--- src/rtl/mem_stage.sv ---
// Load/store stage: IDLE/REQ/WAIT FSM on a valid/ready data bus, one transaction in flight, bus-error timeout.
// Latency: 1 cycle for ALU/misaligned ops, 3+ cycles for memory ops; in_ready is low until the stage is back in IDLE.
module mem_stage #(
    parameter int TIMEOUT_CYC = 16
) (
    input  logic        clk,
    input  logic        rst,
    input  logic        in_valid,
    output logic        in_ready,
    input  logic [4:0]  in_rd,
    input  logic [31:0] in_opr_b,
    input  logic [31:0] in_opr_res,
    input  logic [2:0]  in_lsuop,
    input  logic        in_rf_en,
    input  logic        in_dm_en,
    input  logic [1:0]  in_wb_sel,
    output logic        dbus_req_valid,
    input  logic        dbus_req_ready,
    output logic        dbus_we,
    output logic [31:0] dbus_addr,
    output logic [31:0] dbus_wdata,
    output logic [3:0]  dbus_be,
    input  logic        dbus_rsp_valid,
    input  logic [31:0] dbus_rdata,
    output logic        out_valid,
    output logic [4:0]  out_rd,
    output logic        out_rf_en,
    output logic [1:0]  out_wb_sel,
    output logic [31:0] out_alu_res,
    output logic [31:0] out_load_data,
    output logic        misalign,
    output logic        bus_err
);
    localparam logic [2:0] LSU_LB = 3'd0, LSU_LH = 3'd1, LSU_LW = 3'd2, LSU_LBU = 3'd3,
                           LSU_LHU = 3'd4, LSU_SB = 3'd5, LSU_SH = 3'd6, LSU_SW = 3'd7;
    localparam int TW = (TIMEOUT_CYC > 1) ? $clog2(TIMEOUT_CYC) : 1;

    typedef enum logic [1:0] {S_IDLE, S_REQ, S_WAIT} state_t;
    state_t r_state, w_state_nxt;

    logic [4:0]    r_rd;
    logic [31:0]   r_opr_b, r_opr_res;
    logic [2:0]    r_lsuop;
    logic          r_rf_en, r_dm_en;
    logic [1:0]    r_wb_sel;
    logic [TW-1:0] r_tmo;

    logic        r_out_valid, r_out_rf_en, r_misalign, r_bus_err;
    logic [4:0]  r_out_rd;
    logic [1:0]  r_out_wb_sel;
    logic [31:0] r_out_alu_res, r_out_load_data;

    logic        w_accept, w_in_misalign, w_store, w_tmo_hit;
    logic [1:0]  w_a;
    logic [7:0]  w_byte;
    logic [15:0] w_half;
    logic [31:0] w_load_data, w_wdata;
    logic [3:0]  w_be;

    assign w_accept  = in_valid && in_ready;
    assign w_a       = r_opr_res[1:0];
    assign w_store   = (r_lsuop == LSU_SB) || (r_lsuop == LSU_SH) || (r_lsuop == LSU_SW);
    assign w_tmo_hit = (r_tmo == TW'(TIMEOUT_CYC - 1));

    always_comb begin
        w_in_misalign = 1'b0;
        if (in_dm_en) begin
            case (in_lsuop)
                LSU_LH, LSU_LHU, LSU_SH: w_in_misalign = in_opr_res[0];
                LSU_LW, LSU_SW:          w_in_misalign = (in_opr_res[1:0] != 2'b00);
                default:                 w_in_misalign = 1'b0;
            endcase
        end
    end

    // Store lane steering; loads request the full word and pick lanes on return.
    always_comb begin
        w_be    = 4'b1111;
        w_wdata = 32'd0;
        case (r_lsuop)
            LSU_SB: begin w_be = 4'b0001 << w_a; w_wdata = {4{r_opr_b[7:0]}};  end
            LSU_SH: begin w_be = 4'b0011 << w_a; w_wdata = {2{r_opr_b[15:0]}}; end
            LSU_SW: begin w_be = 4'b1111;        w_wdata = r_opr_b;            end
            default: ;
        endcase
    end

    always_comb begin
        case (w_a)
            2'd0:    w_byte = dbus_rdata[7:0];
            2'd1:    w_byte = dbus_rdata[15:8];
            2'd2:    w_byte = dbus_rdata[23:16];
            default: w_byte = dbus_rdata[31:24];
        endcase
        w_half = w_a[1] ? dbus_rdata[31:16] : dbus_rdata[15:0];
        case (r_lsuop)
            LSU_LB:  w_load_data = {{24{w_byte[7]}}, w_byte};
            LSU_LBU: w_load_data = {24'd0, w_byte};
            LSU_LH:  w_load_data = {{16{w_half[15]}}, w_half};
            LSU_LHU: w_load_data = {16'd0, w_half};
            LSU_LW:  w_load_data = dbus_rdata;
            default: w_load_data = 32'd0;
        endcase
    end

    always_ff @(posedge clk or posedge rst) begin
        if (rst) r_state <= S_IDLE;
        else     r_state <= w_state_nxt;
    end

    always_comb begin
        w_state_nxt = r_state;
        case (r_state)
            S_IDLE:  if (w_accept && in_dm_en && !w_in_misalign) w_state_nxt = S_REQ;
            S_REQ:   if (dbus_req_ready) w_state_nxt = S_WAIT;
            S_WAIT:  if (dbus_rsp_valid || w_tmo_hit) w_state_nxt = S_IDLE;
            default: w_state_nxt = S_IDLE;
        endcase
    end

    always_comb begin
        in_ready       = (r_state == S_IDLE);
        dbus_req_valid = (r_state == S_REQ);
    end

    always_ff @(posedge clk or posedge rst) begin
        if (rst) begin
            r_rd <= '0; r_opr_b <= '0; r_opr_res <= '0; r_lsuop <= '0;
            r_rf_en <= 1'b0; r_dm_en <= 1'b0; r_wb_sel <= '0; r_tmo <= '0;
            r_out_valid <= 1'b0; r_out_rf_en <= 1'b0; r_misalign <= 1'b0; r_bus_err <= 1'b0;
            r_out_rd <= '0; r_out_wb_sel <= '0; r_out_alu_res <= '0; r_out_load_data <= '0;
        end else begin
            r_out_valid <= 1'b0;
            r_misalign  <= 1'b0;
            r_bus_err   <= 1'b0;
            if (w_accept) begin
                r_rd <= in_rd; r_opr_b <= in_opr_b; r_opr_res <= in_opr_res; r_lsuop <= in_lsuop;
                r_rf_en <= in_rf_en; r_dm_en <= in_dm_en; r_wb_sel <= in_wb_sel;
                // Non-memory and misaligned ops retire straight from IDLE.
                if (!in_dm_en || w_in_misalign) begin
                    r_out_valid     <= 1'b1;
                    r_misalign      <= w_in_misalign;
                    r_out_rf_en     <= in_rf_en && !w_in_misalign;
                    r_out_rd        <= in_rd;
                    r_out_wb_sel    <= in_wb_sel;
                    r_out_alu_res   <= in_opr_res;
                    r_out_load_data <= 32'd0;
                end
            end
            if (r_state == S_REQ && dbus_req_ready) r_tmo <= '0;
            if (r_state == S_WAIT) begin
                if (dbus_rsp_valid || w_tmo_hit) begin
                    r_out_valid     <= 1'b1;
                    r_bus_err       <= !dbus_rsp_valid;
                    r_out_rf_en     <= r_rf_en && dbus_rsp_valid;
                    r_out_rd        <= r_rd;
                    r_out_wb_sel    <= r_wb_sel;
                    r_out_alu_res   <= r_opr_res;
                    r_out_load_data <= (dbus_rsp_valid && r_dm_en && !w_store) ? w_load_data : 32'd0;
                end else begin
                    r_tmo <= r_tmo + 1'b1;
                end
            end
        end
    end

    assign dbus_we       = w_store;
    assign dbus_addr     = {r_opr_res[31:2], 2'b00};
    assign dbus_wdata    = w_wdata;
    assign dbus_be       = w_be;
    assign out_valid     = r_out_valid;
    assign out_rd        = r_out_rd;
    assign out_rf_en     = r_out_rf_en;
    assign out_wb_sel    = r_out_wb_sel;
    assign out_alu_res   = r_out_alu_res;
    assign out_load_data = r_out_load_data;
    assign misalign      = r_misalign;
    assign bus_err       = r_bus_err;
endmodule

--- config.mk ---
export PLATFORM = sky130hd
export DESIGN_NAME = mem_stage
export DESIGN_NICKNAME = d
export VERILOG_FILES = /design/src/rtl/mem_stage.sv
export SDC_FILE = /design/constraint.sdc
export NUM_CORES = 1
export LEC_CHECK = 0
export ABC_AREA = 1
export CORE_MARGIN = 3
export CORE_UTILIZATION = 47
export DETAILED_ROUTE_END_ITERATION = 10
export PLACE_DENSITY = 0.8
export SYNTH_ARGS = -nofsm -noshare
export SYNTH_HDL_FRONTEND = slang
export SYNTH_SLANG_ARGS = --single-unit
--- constraint.sdc ---
create_clock -name clk -period 7.05 [get_ports clk]
set_clock_uncertainty 0.15 [all_clocks]
set_input_delay 1.41 -clock clk [delete_from_list [all_inputs] [get_ports clk]]
set_output_delay 1.41 -clock clk [all_outputs]
set_load 0.03 [all_outputs]
Yosys cells after proc, flatten, opt, wreduce, memory -nomap -nowiden
Index checks and enable logic that the tools add are counted.

Flip-flop bits (word level): 157. Input bits: 113.

Reduce and logical (&&, ||, !) cells: 23. $add $sub $neg: 1. Multiplexer cells: 43. Equal/unequal tests: 20. Shift operators: 2.

Operator list (number): 32-bit two-way mux (9); 32-bit one-hot mux with 5 select lines (1); 32-bit one-hot mux with 3 select lines (1); 8-bit one-hot mux with 3 select lines (1); 3-bit equality test (second input constant) (7); 5-bit two-way mux (4); 16-bit two-way mux (1); 2-bit two-way mux (7); 1-bit two-way mux (13); 4-bit two-way mux (3); 3-bit by 2-bit equality test with 1-bit output (second input constant) (3); 1-bit logical AND (8); 4-bit one-hot mux with 2 select lines (1); 3-bit by 1-bit equality test with 1-bit output (second input constant) (2); 2-bit one-hot mux with 3 select lines (1); 4-bit by 1-bit adder with 4-bit output (second input constant) (1); 2-bit by 1-bit equality test with 1-bit output (second input constant) (2); 2-bit equality test (second input constant) (2); 4-bit equality test (second input constant) (1); 1-bit logical NOT (4); 2-bit logical NOT (2); 1-bit logical OR (4); 2-bit by 1-bit inequality test with 1-bit output (second input constant) (2); 1-bit by 2-bit << shifter with 4-bit output (first input constant) (1); 8 further kinds (8).

Depth between registers and ports, before layout
Gate-level depths: netlist (run 1).

Depth after elaboration: 10. Gate-level depth with buffers: 10. Depth with buffers taken out: 9.

Least setup slack after synthesis (run 1)
OpenSTA, ideal clock, no wires.

Path kind: flip-flop to output port. Start: register r_lsuop[0]. End: output dbus_be[1]. Arrival time: 1666 ps. Required time: 5490 ps. Slack: 3824 ps. Stages on the path, launching flop included: 8. Cells stage by stage: dfrtp_1 > inv_1 > nand2_1 > nor2_4 > inv_1 > nand2_1 > inv_1 > o21ai_0.

Longest elaborated chain between the ends: 2.

Ends and longest elaborated chain: from (decl) (line 43) `logic [2:0] r_lsuop;`; from (signal assigned) (line 137) `r_rd <= in_rd; r_opr_b <= in_opr_b; r_opr_res <= in_opr_res; r_lsuop <= in_lsuop;`; 3-bit equality test (line 80) `case (r_lsuop)`; 4-bit one-hot mux with 2 select lines * (line 80); to (decl) (line 22) `output logic [3:0] dbus_be,`.

Mark *: on every way between the ends. The rest lies on a longest branch, timed or not.

Final worst setup path (run 1)
Start: register r_lsuop[1]. End: output dbus_wdata[11].

Longest elaborated chain between the ends: 2.

Ends and longest elaborated chain: 3-bit equality test (line 80); 32-bit one-hot mux with 3 select lines * (line 80); to (decl) (line 21) `output logic [31:0] dbus_wdata,`.

Marks and branches as above.

==> results of run 1 <==
[metrics by stage]
step / std cells / instance area (um2) / worst slack, ns / hold slack [ns] / util (%)
CTS: 1576 / 11260 / 2.582 / 0.3238 / 65.09
global placement: 1544 / 10670 / 2.923 / 0.3047 / 61.71
global route: 1577 / 11260 / 2.400 / 0.3374 / 65.10
floorplan: 1147 / 8324 / 1.255 / 0.2922 / -
detailed placement: 1544 / 10670 / 2.892 / 0.3081 / 61.71
finish: 1577 / 11260 / 2.593 / 0.3197 / 65.10
[metal layers]
layer	track usage (%)	part of all wire (%)	wire [um]	up-vias
met2	39.22	48	11250	295
met4	10.81	3.9	913	0
met5	0	0	0	-
met1	31.86	42	9804	3727
met3	5.241	6.4	1504	60
li1	-	-	-	3920
[worst register-to-register path, cell delays in order, from the launching register on]
cell,delay [ns]
sky130_fd_sc_hd__dfrtp_1,0.40
sky130_fd_sc_hd__ha_1,0.23
sky130_fd_sc_hd__nand3_1,0.11
sky130_fd_sc_hd__nand2_1,0.08
sky130_fd_sc_hd__nand2_2,0.54
sky130_fd_sc_hd__buf_4,0.53
sky130_fd_sc_hd__inv_1,0.13
sky130_fd_sc_hd__buf_4,0.29
sky130_fd_sc_hd__nand2_1,0.15
sky130_fd_sc_hd__nand2_1,0.06
[state kept, by name (all words and copies together) (netlist names)]
register and flops:
out_load_data 32, r_opr_res 32, misalign 1, out_rf_en 1, r_rd 5, r_opr_b 32, r_lsuop 3, r_rf_en 1
r_state 2, r_dm_en 1, r_tmo 4, r_wb_sel 2, bus_err 1, out_rd 5, out_valid 1, out_wb_sel 2
out_alu_res 32
[worst paths after layout]
check                      slack, ns  depth (start not counted)                         to              startpoint
max                             2.59                          5             dbus_wdata[11]  r_lsuop[1]$_DFFE_PP0P_
min                             0.32                          2        out_rd[2]$_DFF_PP0_     r_rd[2]$_DFFE_PP0P_
max reg2reg                     4.27                          9  out_alu_res[12]$_DFF_PP0_      r_tmo[1]$_DFF_PP0_
min reg2reg                     0.32                          2        out_rd[2]$_DFF_PP0_     r_rd[2]$_DFFE_PP0P_
max in group asynchronous       3.97                          3        r_rd[4]$_DFFE_PP0P_                     rst
min in group asynchronous       1.38                          2  out_alu_res[13]$_DFF_PP0_                     rst
[cell usage after synthesis]
| master | instances | area share (%) |
|---|---|---|
| sky130_fd_sc_hd__o21ai_2 | 1 | 0.11 |
| sky130_fd_sc_hd__dfrtp_1 | 157 | 47 |
| sky130_fd_sc_hd__nand3_2 | 2 | 0.24 |
| sky130_fd_sc_hd__nand3_1 | 149 | 9.0 |
| sky130_fd_sc_hd__nor2_4 | 1 | 0.14 |
| sky130_fd_sc_hd__nand2_2 | 2 | 0.15 |
| sky130_fd_sc_hd__o22ai_1 | 1 | 0.075 |
| sky130_fd_sc_hd__o21ai_1 | 11 | 0.66 |
| sky130_fd_sc_hd__nor2_2 | 3 | 0.23 |
| sky130_fd_sc_hd__buf_4 | 40 | 3.6 |
| sky130_fd_sc_hd__nor4_4 | 1 | 0.26 |
| sky130_fd_sc_hd__a21boi_0 | 3 | 0.27 |
| sky130_fd_sc_hd__nor3b_2 | 1 | 0.15 |
| sky130_fd_sc_hd__nand4_1 | 5 | 0.38 |
| sky130_fd_sc_hd__buf_6 | 4 | 0.54 |
| sky130_fd_sc_hd__inv_2 | 5 | 0.23 |
| sky130_fd_sc_hd__or2_0 | 1 | 0.075 |
| sky130_fd_sc_hd__nor2_1 | 38 | 1.7 |
| sky130_fd_sc_hd__mux2i_1 | 1 | 0.12 |
| sky130_fd_sc_hd__o21ai_0 | 80 | 4.8 |
| sky130_fd_sc_hd__conb_1 | 1 | 0.045 |
| sky130_fd_sc_hd__inv_1 | 134 | 6.0 |
| sky130_fd_sc_hd__buf_2 | 34 | 2.0 |
| sky130_fd_sc_hd__a22oi_1 | 5 | 0.45 |
| sky130_fd_sc_hd__o211ai_1 | 3 | 0.27 |
| sky130_fd_sc_hd__a31oi_1 | 1 | 0.075 |
| sky130_fd_sc_hd__clkbuf_1 | 14 | 0.63 |
| sky130_fd_sc_hd__nand2_1 | 434 | 20 |
| sky130_fd_sc_hd__nor3_1 | 3 | 0.18 |
| sky130_fd_sc_hd__a21oi_1 | 10 | 0.60 |
| sky130_fd_sc_hd__ha_1 | 1 | 0.15 |
[where the power goes]
group	switching [uW]	total [uW]	internal [uW]
registers	174	1320	1140
clock network	376	908	532
logic	1090	1740	650
[cell families (layout without fill, tap and decap cells)]
kind of cell / after synthesis / count (layout) / share of synthesized area (%)
AND/OR/NAND/NOR: 640 / 640 / 32.05
buffers and inverters: 231 / 435 / 13.10
flip-flops: 157 / 157 / 47.22
AO/OA/AOI/OAI: 115 / 115 / 7.323
adder cells (fa/ha/maj): 1 / 1 / 0.1504
other: 1 / 3 / 0.04507
multiplexers: 1 / 1 / 0.1203
[cell type report]
class	count	area (um2)	area share, %
antenna	1	2.502	0.02222
inverter	139	526.8	4.678
clock buffer	19	442.9	3.933
tap	225	281.5	2.500
timing repair buffer	264	2623	23.29
sequential	157	3929	34.89
clock inverter	13	141.4	1.256
multi-input combinational	759	3314	29.43
==> results.txt, run 1 <==
----------------------------------------------------
[Status]
  Outcome ... finished clean

[Finish]
  Number of filler instances in the final layout ... 1543
  Commonest non-fill, non-tap cells in the layout ... sky130_fd_sc_hd__nand2_1, sky130_fd_sc_hd__clkdlybuf4s50_1, sky130_fd_sc_hd__dfrtp_1
  Nets ... 1452
  Fraction of layout cells with a size suffix above 1 ... 4.219%
  Area delta synth->final ... 35.34%
  Commonest non-fill, non-tap cell in the layout ... sky130_fd_sc_hd__nand2_1

[Global routing]
  Maximum number of pins on one net before global-route repair ... 103
  Global router's overall resource usage ... 24.38%
  Number of global-route vias before repair ... 7847
  Wire length of the first global-routing pass ... 38940 um
  Initial antenna violation count ... 1
  Global-route congestion overflow total ... 0

[Clock tree]
  Number of hold buffers added after cts ... 0
  Inserted Clock Buffers ... 17
  CTS resizes ... 0
  TritonCTS sink count ... 157
  Clock input transition at the sequential cells of the worst setup and hold paths ... 0.06 ns
  Clk_lat worst skew ... 0.41 ns
  Longest Clk Path Bufs ... 2
  Clock tree from TritonCTS ... done
  Buffer type at the clock tree root ... sky130_fd_sc_hd__clkbuf_16
  CTS HTree Levels ... 4
  Setup Fix Bufs, Post-CTS ... 0

[Die]
  Die Y-Extent ... 139.1 um
  Area inside the core boundary ... 17300 um2
  Width of the die ... 139.1 um
  Die outline area ... 19340 um2
  Placement Rows ... 48
  Starting utilization of the core area ... 48.10%
  I/O pin count ... 259

[Routing]
  Routed wire length ... 23470 um
  Detail Route Antenna Nets ... 0
  Number of iterations in the first detailed-routing pass ... 5
  Post-route DRC violation count ... 0
  Number of design-rule violations left by the first detailed-router iteration ... 600
  Wire length per cell after detailed routing ... 14.88 um
  Number of vias per cell ... 5.074
  Via total after detailed routing ... 8002

[Power]
  Pwr per Cell Area ... 351.8 nW/um2
  Leakage power figure ... 0.005689 uW
  Total power consumption of the routed design ... 3962 uW
  Worst VDD drop ... 0.0001940 V

[Timing]
  Final setup fails ... 0
  Worst Tran Pin Value ... 1.219 ns
  Setup tns final ... 0 ns
  Worst slew slack as a fraction of its limit ... 18.63%
  Final Hold Vio Count ... 0
  Ratio of final minimum period to clock period ... 63.23%
  Unrepaired setup endpoints after global routing ... no
  Top achievable clock speed ... 224.3 MHz
  Shortest clock period the worst path allows after layout ... 4.457 ns
  Number of pins with negative max-slew slack in the final report ... 0

[Setup path]
  Critical Path Start Type ... register
  Arrival time of data at the critical path endpoint ... 2.90 ns
  Slowest-stage cell, CP ... sky130_fd_sc_hd__clkdlybuf4s50_1
  Required time at the worst-slack endpoint ... 5.49 ns
  Worst path bufs/invs ... 2
  Worst Path Max Fanout ... 17
  Critical path capture point type ... output pin
  Crit path kind ... register to output pin
  Delay of the slowest cell on the worst path ... 0.73 ns
  Cell chain of the critical path ... nand2_1, nor2_2, inv_1, o21ai_0, clkdlybuf4s50_1
  Kind of cell with the highest combined delay on the critical path ... buffers and inverters

[Yosys]
  Gate Count Post-Synth ... 1146
  Syn. warnings ... 0
  Netlist cell types ... 31
  Synthesized cell area ... 8320 um2
  Mapped Avg Cell Area ... 7.260 um2
  Number of synthesized register bits ... 157
  Fraction of the yosys area taken by sequential cells ... 47.22%

[Min path]
  HP Class ... register to register

[Placement]
  Post-detailed-placement half-perimeter wirelength ... 16040 um
  Global placer's final weighted congestion ... 0.8402
  Number of I/O port buffers ... 256

[Run]
  Max capacitance violation total ... 0

----------------------------------------------------
Power figures use the tool's default switching activity.
==> inputs of run 2 (changes only) <==
--- a/config.mk
+++ b/config.mk
@@ -7,9 +7,9 @@
 export LEC_CHECK = 0
 export ABC_AREA = 1
 export CORE_MARGIN = 3
-export CORE_UTILIZATION = 47
+export CORE_UTILIZATION = 43
 export DETAILED_ROUTE_END_ITERATION = 10
-export PLACE_DENSITY = 0.8
+export PLACE_DENSITY = 0.77
 export SYNTH_ARGS = -nofsm -noshare
 export SYNTH_HDL_FRONTEND = slang
 export SYNTH_SLANG_ARGS = --single-unit
==> constraint.sdc (replaced) <==
create_clock -name clk -period 3.7 [get_ports clk]
set_clock_uncertainty 0.15 [all_clocks]
set_input_delay 0.74 -clock clk [delete_from_list [all_inputs] [get_ports clk]]
set_output_delay 0.74 -clock clk [all_outputs]
set_load 0.03 [all_outputs]
==> run 2 against run 1 <==
Net effect: die area rose by 8.9%; sequential power rose by 88%; count of clock-buffer cells in the layout grew 1; hold slack improved by 0.0049 ns; flip-flop and latch count unchanged; critical path type unchanged; largest cell class unchanged.
==> results.txt, run 2 (synthesis results as in run 1) <==
----------------------------------------------------
[Setup path]
  Worst reg2reg endpoint ... out_alu_res[7]$_DFF_PP0_
  Worst R2R Setup Slack ... 1.39 ns (-2.88 ns)
  Crit path kind ... register to output pin
  Worst Path Max Fanout ... 9 (-8)
  Critical register-to-register path startpoint ... r_state[0]$_DFFE_PP0P_
  Required time at the worst-slack endpoint ... 2.81 ns (-2.68 ns)
  Critical Path Start Type ... register
  Critical path capture point type ... output pin
  Arrival time of data at the critical path endpoint ... 2.59 ns (-0.31 ns)
  Path depth of the worst reg2reg path ... 6 (-3)

[Timing]
  Final Hold Vio Count ... 0 (unchanged)
  Number of pins with negative max-slew slack in the final report ... 0 (unchanged)
  Final setup fails ... 0 (unchanged)
  Worst slew slack as a fraction of its limit ... 31.07% (+12 points)
  Setup tns final ... 0 ns (unchanged)
  Unrepaired setup endpoints after global routing ... no
  Worst Hold Slack ... 0.3246 ns (+0.004895 ns)
  Worst Tran Pin Value ... 1.032 ns (-0.1868 ns)
  Shortest clock period the worst path allows after layout ... 3.485 ns
  Top achievable clock speed ... 287.0 MHz
  Slack of the critical path ... 0.2154 ns (-2.377 ns)
  Ratio of final minimum period to clock period ... 94.18%

[Placement]
  Post-detailed-placement half-perimeter wirelength ... 16460 um (+2.6%)
  Global placer's final weighted congestion ... 0.8351 (-0.61%)
  Pre-CTS worst setup slack ... 0.5755 ns (-2.317 ns)
  Number of I/O port buffers ... 256 (unchanged)
  Inst Count DP ... 1587 (+2.8%)

[Die]
  Placement Rows ... 50 (+4.2%)
  Die Y-Extent ... 145.1 um (+4.4%)
  Starting utilization of the core area ... 44.19% (-3.9 points)
  Width of the die ... 145.1 um (+4.4%)
  Area inside the core boundary ... 18830 um2 (+8.9%)
  I/O pin count ... 259 (unchanged)
  Die outline area ... 21060 um2 (+8.9%)

[Global routing]
  Global-route congestion overflow total ... 0 (unchanged)
  Maximum number of pins on one net before global-route repair ... 158 (+53%)
  Wire length of the first global-routing pass ... 40120 um (+3.0%)
  Number of global-route vias before repair ... 7937 (+1.1%)
  Global router's overall resource usage ... 23.06% (-1.3 points)
  Initial antenna violation count ... 0 (-1)

[Finish]
  Fraction of layout cells with a size suffix above 1 ... 4.857% (+0.64 points)
  Commonest non-fill, non-tap cell in the layout ... sky130_fd_sc_hd__nand2_1
  Commonest non-fill, non-tap cells in the layout ... sky130_fd_sc_hd__nand2_1, sky130_fd_sc_hd__clkdlybuf4s50_1, sky130_fd_sc_hd__dfrtp_1
  Area delta synth->final ... 36.95%
  Number of antenna diodes ... 0 (-1)
  Fin cells ... 1619 (+2.7%)
  Nets ... 1460 (+0.55%)

[Power]
  Share of total power in sequential cells ... 32.5% (-0.8 points)
  Gate power share ... 44.4% (+0.6 points)
  Switching power total ... 3148 uW (+92%)
  Leakage power figure ... 0.005742 uW (+0.92%)
  Cell-internal power ... 4479 uW (+93%)
  Worst VDD drop ... 0.0003766 V (+94%)
  Switching portion of total power ... 41.28% (about the same)
  Pwr per Cell Area ... 669.3 nW/um2 (+90%)
  Total power consumption of the routed design ... 7627 uW (+93%)
  Share of power burned in the clock network ... 23.1% (+0.2 points)

[Routing]
  Routed wire length ... 24490 um (+4.4%)
  Post-route DRC violation count ... 0 (unchanged)
  Number of iterations in the first detailed-routing pass ... 5 (unchanged)
  Via total after detailed routing ... 8064 (+0.77%)
  Wire length per cell after detailed routing ... 15.13 um (+1.7%)
  Detail Route Antenna Nets ... 0 (unchanged)
  Number of vias per cell ... 4.981 (-1.8%)
  Number of design-rule violations left by the first detailed-router iteration ... 510 (-15%)

[Clock tree]
  CTS HTree Levels ... 4 (unchanged)
  Number of hold buffers added after cts ... 0 (unchanged)
  CTS resizes ... 0 (unchanged)
  TritonCTS sink count ... 157 (unchanged)
  Clock tree from TritonCTS ... done
  Setup Fix Bufs, Post-CTS ... 0 (unchanged)
  Longest Clk Path Bufs ... 2 (unchanged)
  Inserted Clock Buffers ... 17 (unchanged)
  Buffer type at the clock tree root ... sky130_fd_sc_hd__clkbuf_16
  Clock input transition at the sequential cells of the worst setup and hold paths ... 0.06 ns (about the same)
  Clk_lat worst skew ... 0.42 ns (about the same)

[Run]
  Max capacitance violation total ... 0 (unchanged)

[Min path]
  Hold Path Stages ... 2 (unchanged)
  Worst hold path endpoint ... out_rd[1]$_DFF_PP0_
  Hold path startpoint ... r_rd[1]$_DFFE_PP0P_
  HP Class ... register to register

[Status]
  Outcome ... finished clean

----------------------------------------------------
[run 2: cell types whose count changed in the layout (fill, tap and decap cells not counted)]
cell / delta
sky130_fd_sc_hd__nor2_1: -1
sky130_fd_sc_hd__buf_4: +6
sky130_fd_sc_hd__diode_2: -1
sky130_fd_sc_hd__clkinv_4: -2
sky130_fd_sc_hd__buf_12: +2
sky130_fd_sc_hd__nor2_2: +1
sky130_fd_sc_hd__clkbuf_8: +1
sky130_fd_sc_hd__inv_6: +1
[run 2: metrics by stage]
step | instance area, um2 | util [%]
after floorplan | 8328 | -
after global placement | 10800 | 57.36
after detailed placement | 10800 | 57.36
after CTS | 11390 | 60.50
after global routing | 11390 | 60.51
final | 11390 | 60.51
[run 2: per-layer routing]
metal,wire (um),vias up,GRT usage (%)
li1,-,3936,-
met3,1787,60,5.497
met5,0,-,0
met2,11350,326,37.79
met4,995,0,10.83
met1,10360,3742,28.89
[run 2: how the worst max path moves through the flow]
stage,to,startpoint,slack (ns),depth (start not counted)
2_1_floorplan,bus_err$_DFF_PP0_,rst,0.82,1
3_3_place_gp,dbus_wdata[12],r_lsuop[1]$_DFFE_PP0P_,0.66,8
3_5_place_dp,dbus_wdata[12],r_lsuop[1]$_DFFE_PP0P_,0.58,8
4_1_cts,dbus_wdata[12],r_lsuop[1]$_DFFE_PP0P_,0.10,8
5_1_grt,dbus_wdata[12],r_lsuop[0]$_DFFE_PP0P_,0.05,8
6_report,dbus_wdata[15],r_lsuop[0]$_DFFE_PP0P_,0.22,8
[run 2: worst max-delay path, cell delays in order (launching register included)]
cell                              delay, ns
sky130_fd_sc_hd__dfrtp_1               0.44
sky130_fd_sc_hd__inv_1                 0.11
sky130_fd_sc_hd__nand2_1               0.13
sky130_fd_sc_hd__nor2_4                0.21
sky130_fd_sc_hd__inv_1                 0.22
sky130_fd_sc_hd__o21ai_1               0.19
sky130_fd_sc_hd__inv_1                 0.08
sky130_fd_sc_hd__o21ai_0               0.09
sky130_fd_sc_hd__clkdlybuf4s50_1       0.71
[run 2: final cells by class]
cell class                 count  area (um2)
multi-input combinational    759        3317
sequential                   157        3929
clock inverter                12       133.9
fill                        1744        7436
inverter                     139       525.5
clock buffer                  20       456.7
tap                          260       325.3
timing repair buffer         272        2708
[run 2: power groups by stage]
stage | clock (uW) | combinational, uW | sequential, uW
after floorplan | 0 | 1790 | 2880
after global placement | 0 | 3340 | 2490
after detailed placement | 0 | 3380 | 2500
after CTS | 1800 | 3400 | 2480
after global routing | 1860 | 3680 | 2540
final | 1760 | 3380 | 2480
==> inputs of run 3 (changes only) <==
--- a/config.mk
+++ b/config.mk
@@ -6,10 +6,12 @@
 export NUM_CORES = 1
 export LEC_CHECK = 0
 export ABC_AREA = 1
+export CAP_MARGIN = 10
 export CORE_MARGIN = 3
-export CORE_UTILIZATION = 43
+export CORE_UTILIZATION = 44
+export CTS_BUF_LIST = sky130_fd_sc_hd__clkbuf_8
 export DETAILED_ROUTE_END_ITERATION = 10
-export PLACE_DENSITY = 0.77
+export PLACE_DENSITY = 0.78
 export SYNTH_ARGS = -nofsm -noshare
 export SYNTH_HDL_FRONTEND = slang
 export SYNTH_SLANG_ARGS = --single-unit
==> run 3 against run 2 <==
Net effect: sequential power about the same; maximum frequency down 0.93%; sequential share of layout area increased by 0.42 points; via count is 0.95% lower; critical path depth is the same; non-clock buffer count is 4 higher; critical path type unchanged; largest cell class unchanged.
==> results.txt, run 3 (synthesis results as in run 1) <==
----------------------------------------------------
[Status]
  Outcome ... finished clean

[Setup path]
  Worst R2R Setup Slack ... 1.51 ns (+0.12 ns)
  Critical register-to-register path startpoint ... r_tmo[1]$_DFF_PP0_
  Crit path kind ... register to output pin
  Critical path origin ... r_lsuop[0]$_DFFE_PP0P_
  Worst Path Max Fanout ... 9 (unchanged)
  Required time at the worst-slack endpoint ... 2.81 ns (about the same)
  Arrival time of data at the critical path endpoint ... 2.63 ns (+0.04 ns)
  Critical Path Start Type ... register
  Critical path capture point type ... output pin

[Clock tree]
  Clock input transition at the sequential cells of the worst setup and hold paths ... 0.09 ns (+0.03 ns)
  Longest Clk Path Bufs ... 2 (unchanged)
  TritonCTS sink count ... 157 (unchanged)
  Number of hold buffers added after cts ... 0 (unchanged)
  CTS resizes ... 1 (+1)
  Clock tree from TritonCTS ... done
  Inserted Clock Buffers ... 17 (unchanged)
  Setup Fix Bufs, Post-CTS ... 0 (unchanged)
  Clk_lat worst skew ... 0.46 ns (+0.04 ns)
  Buffer type at the clock tree root ... sky130_fd_sc_hd__clkbuf_8
  CTS HTree Levels ... 4 (unchanged)

[Min path]
  Hold path startpoint ... r_wb_sel[1]$_DFFE_PP0P_
  HP Class ... register to register

[Die]
  Die outline area ... 20600 um2 (-2.2%)
  Width of the die ... 143.5 um (-1.1%)
  Starting utilization of the core area ... 45.54% (+1.4 points)
  I/O pin count ... 259 (unchanged)
  Die Y-Extent ... 143.5 um (-1.1%)
  Placement Rows ... 49 (-2.0%)
  Area inside the core boundary ... 18270 um2 (-3.0%)

[Global routing]
  Global-route congestion overflow total ... 0 (unchanged)
  Wire length of the first global-routing pass ... 38610 um (-3.8%)
  Global router's overall resource usage ... 23.62% (+0.57 points)
  Maximum number of pins on one net before global-route repair ... 81 (-49%)
  Initial antenna violation count ... 0 (unchanged)
  Number of global-route vias before repair ... 7636 (-3.8%)

[Timing]
  Setup tns final ... 0 ns (unchanged)
  Final Hold Vio Count ... 0 (unchanged)
  Worst Tran Pin Value ... 0.8106 ns (-0.2218 ns)
  Worst Hold Slack ... 0.3269 ns (+0.002298 ns)
  Number of pins with negative max-slew slack in the final report ... 0 (unchanged)
  Shortest clock period the worst path allows after layout ... 3.517 ns (+0.03283 ns)
  Top achievable clock speed ... 284.3 MHz (-0.93%)
  Worst slew slack as a fraction of its limit ... 45.85% (+15 points)
  Ratio of final minimum period to clock period ... 95.07% (+0.89 points)
  Unrepaired setup endpoints after global routing ... no
  Slack of the critical path ... 0.1826 ns (-0.03283 ns)
  Final setup fails ... 0 (unchanged)

[Routing]
  Post-route DRC violation count ... 0 (unchanged)
  Number of design-rule violations left by the first detailed-router iteration ... 592 (+16%)
  Number of iterations in the first detailed-routing pass ... 6 (+1)
  Number of vias per cell ... 5.020 (+0.79%)
  Wire length per cell after detailed routing ... 15.36 um (+1.6%)
  Detail Route Antenna Nets ... 0 (unchanged)
  Via total after detailed routing ... 7987 (-0.95%)
  Routed wire length ... 24450 um (-0.19%)

[Placement]
  Number of I/O port buffers ... 256 (unchanged)
  Global placer's final weighted congestion ... 0.9163 (+9.7%)
  Pre-CTS worst setup slack ... 0.4889 ns (-0.08654 ns)
  Post-detailed-placement half-perimeter wirelength ... 17180 um (+4.4%)

[Finish]
  Commonest non-fill, non-tap cells in the layout ... sky130_fd_sc_hd__nand2_1, sky130_fd_sc_hd__clkdlybuf4s50_1, sky130_fd_sc_hd__dfrtp_1
  Area delta synth->final ... 35.29%
  Fraction of layout cells with a size suffix above 1 ... 5.140% (+0.28 points)
  Number of antenna diodes ... 0 (unchanged)
  Commonest non-fill, non-tap cell in the layout ... sky130_fd_sc_hd__nand2_1
  Final cell utilization of the core ... 61.61% (+1.1 points)
  Nets ... 1464 (+0.27%)

[Power]
  Pwr per Cell Area ... 651.8 nW/um2 (-2.6%)
  Total power consumption of the routed design ... 7338 uW (-3.8%)
  Leakage power figure ... 0.005711 uW (-0.53%)
  Worst VDD drop ... 0.0003326 V (-12%)

[Run]
  Max capacitance violation total ... 0 (unchanged)

----------------------------------------------------
-- run 3: power by group --
group          switching [uW]  total, uW  internal, uW
clock network             676       1470           796
logic                    2110       3380          1270
registers                 312       2490          2180
total                    3100       7340          4240
-- run 3: worst max-delay path, cell delays in order, from the launching register on --
cell	delay, ns
sky130_fd_sc_hd__dfrtp_1	0.44
sky130_fd_sc_hd__inv_1	0.09
sky130_fd_sc_hd__nand2_1	0.12
sky130_fd_sc_hd__nor2_4	0.22
sky130_fd_sc_hd__inv_1	0.22
sky130_fd_sc_hd__o21ai_1	0.18
sky130_fd_sc_hd__inv_1	0.06
sky130_fd_sc_hd__o21ai_0	0.09
sky130_fd_sc_hd__clkdlybuf4s50_1	0.73
-- run 3: layout make-up --
cell class                      count  area [um2]
Clock buffer                       20       275.3
Fill cell                        1646        7013
Tap cell                          229       286.5
Inverter                          139       525.5
Clock inverter                     11       181.4
Timing Repair Buffer              276        2738
Multi-Input combinational cell    759        3322
Sequential cell                   157        3929
-- run 3: routing by layer --
| layer | global-route usage [%] | share of wire [%] |
|---|---|---|
| met5 | 0 | 0 |
| met4 | 9.861 | 3.4 |
| met1 | 31.08 | 43 |
| met2 | 37.76 | 47 |
| met3 | 5.424 | 7.0 |
-- run 3: worst paths after layout --
kind	to	cells after the start
max in group asynchronous	r_rf_en$_DFFE_PP0P_	3
setup / recovery	dbus_wdata[11]	8
hold reg to reg	out_wb_sel[1]$_DFF_PP0_	2
setup reg to reg	out_rd[1]$_DFF_PP0_	8
hold / removal	out_wb_sel[1]$_DFF_PP0_	2
min in group asynchronous	out_valid$_DFF_PP0_	2
-- run 3: through the flow --
stage	cells	instance area, um2
6_report	1591	11260
3_3_place_gp	1560	10800
5_1_grt	1591	11260
3_5_place_dp	1560	10800
2_1_floorplan	1147	8328
4_1_cts	1591	11260
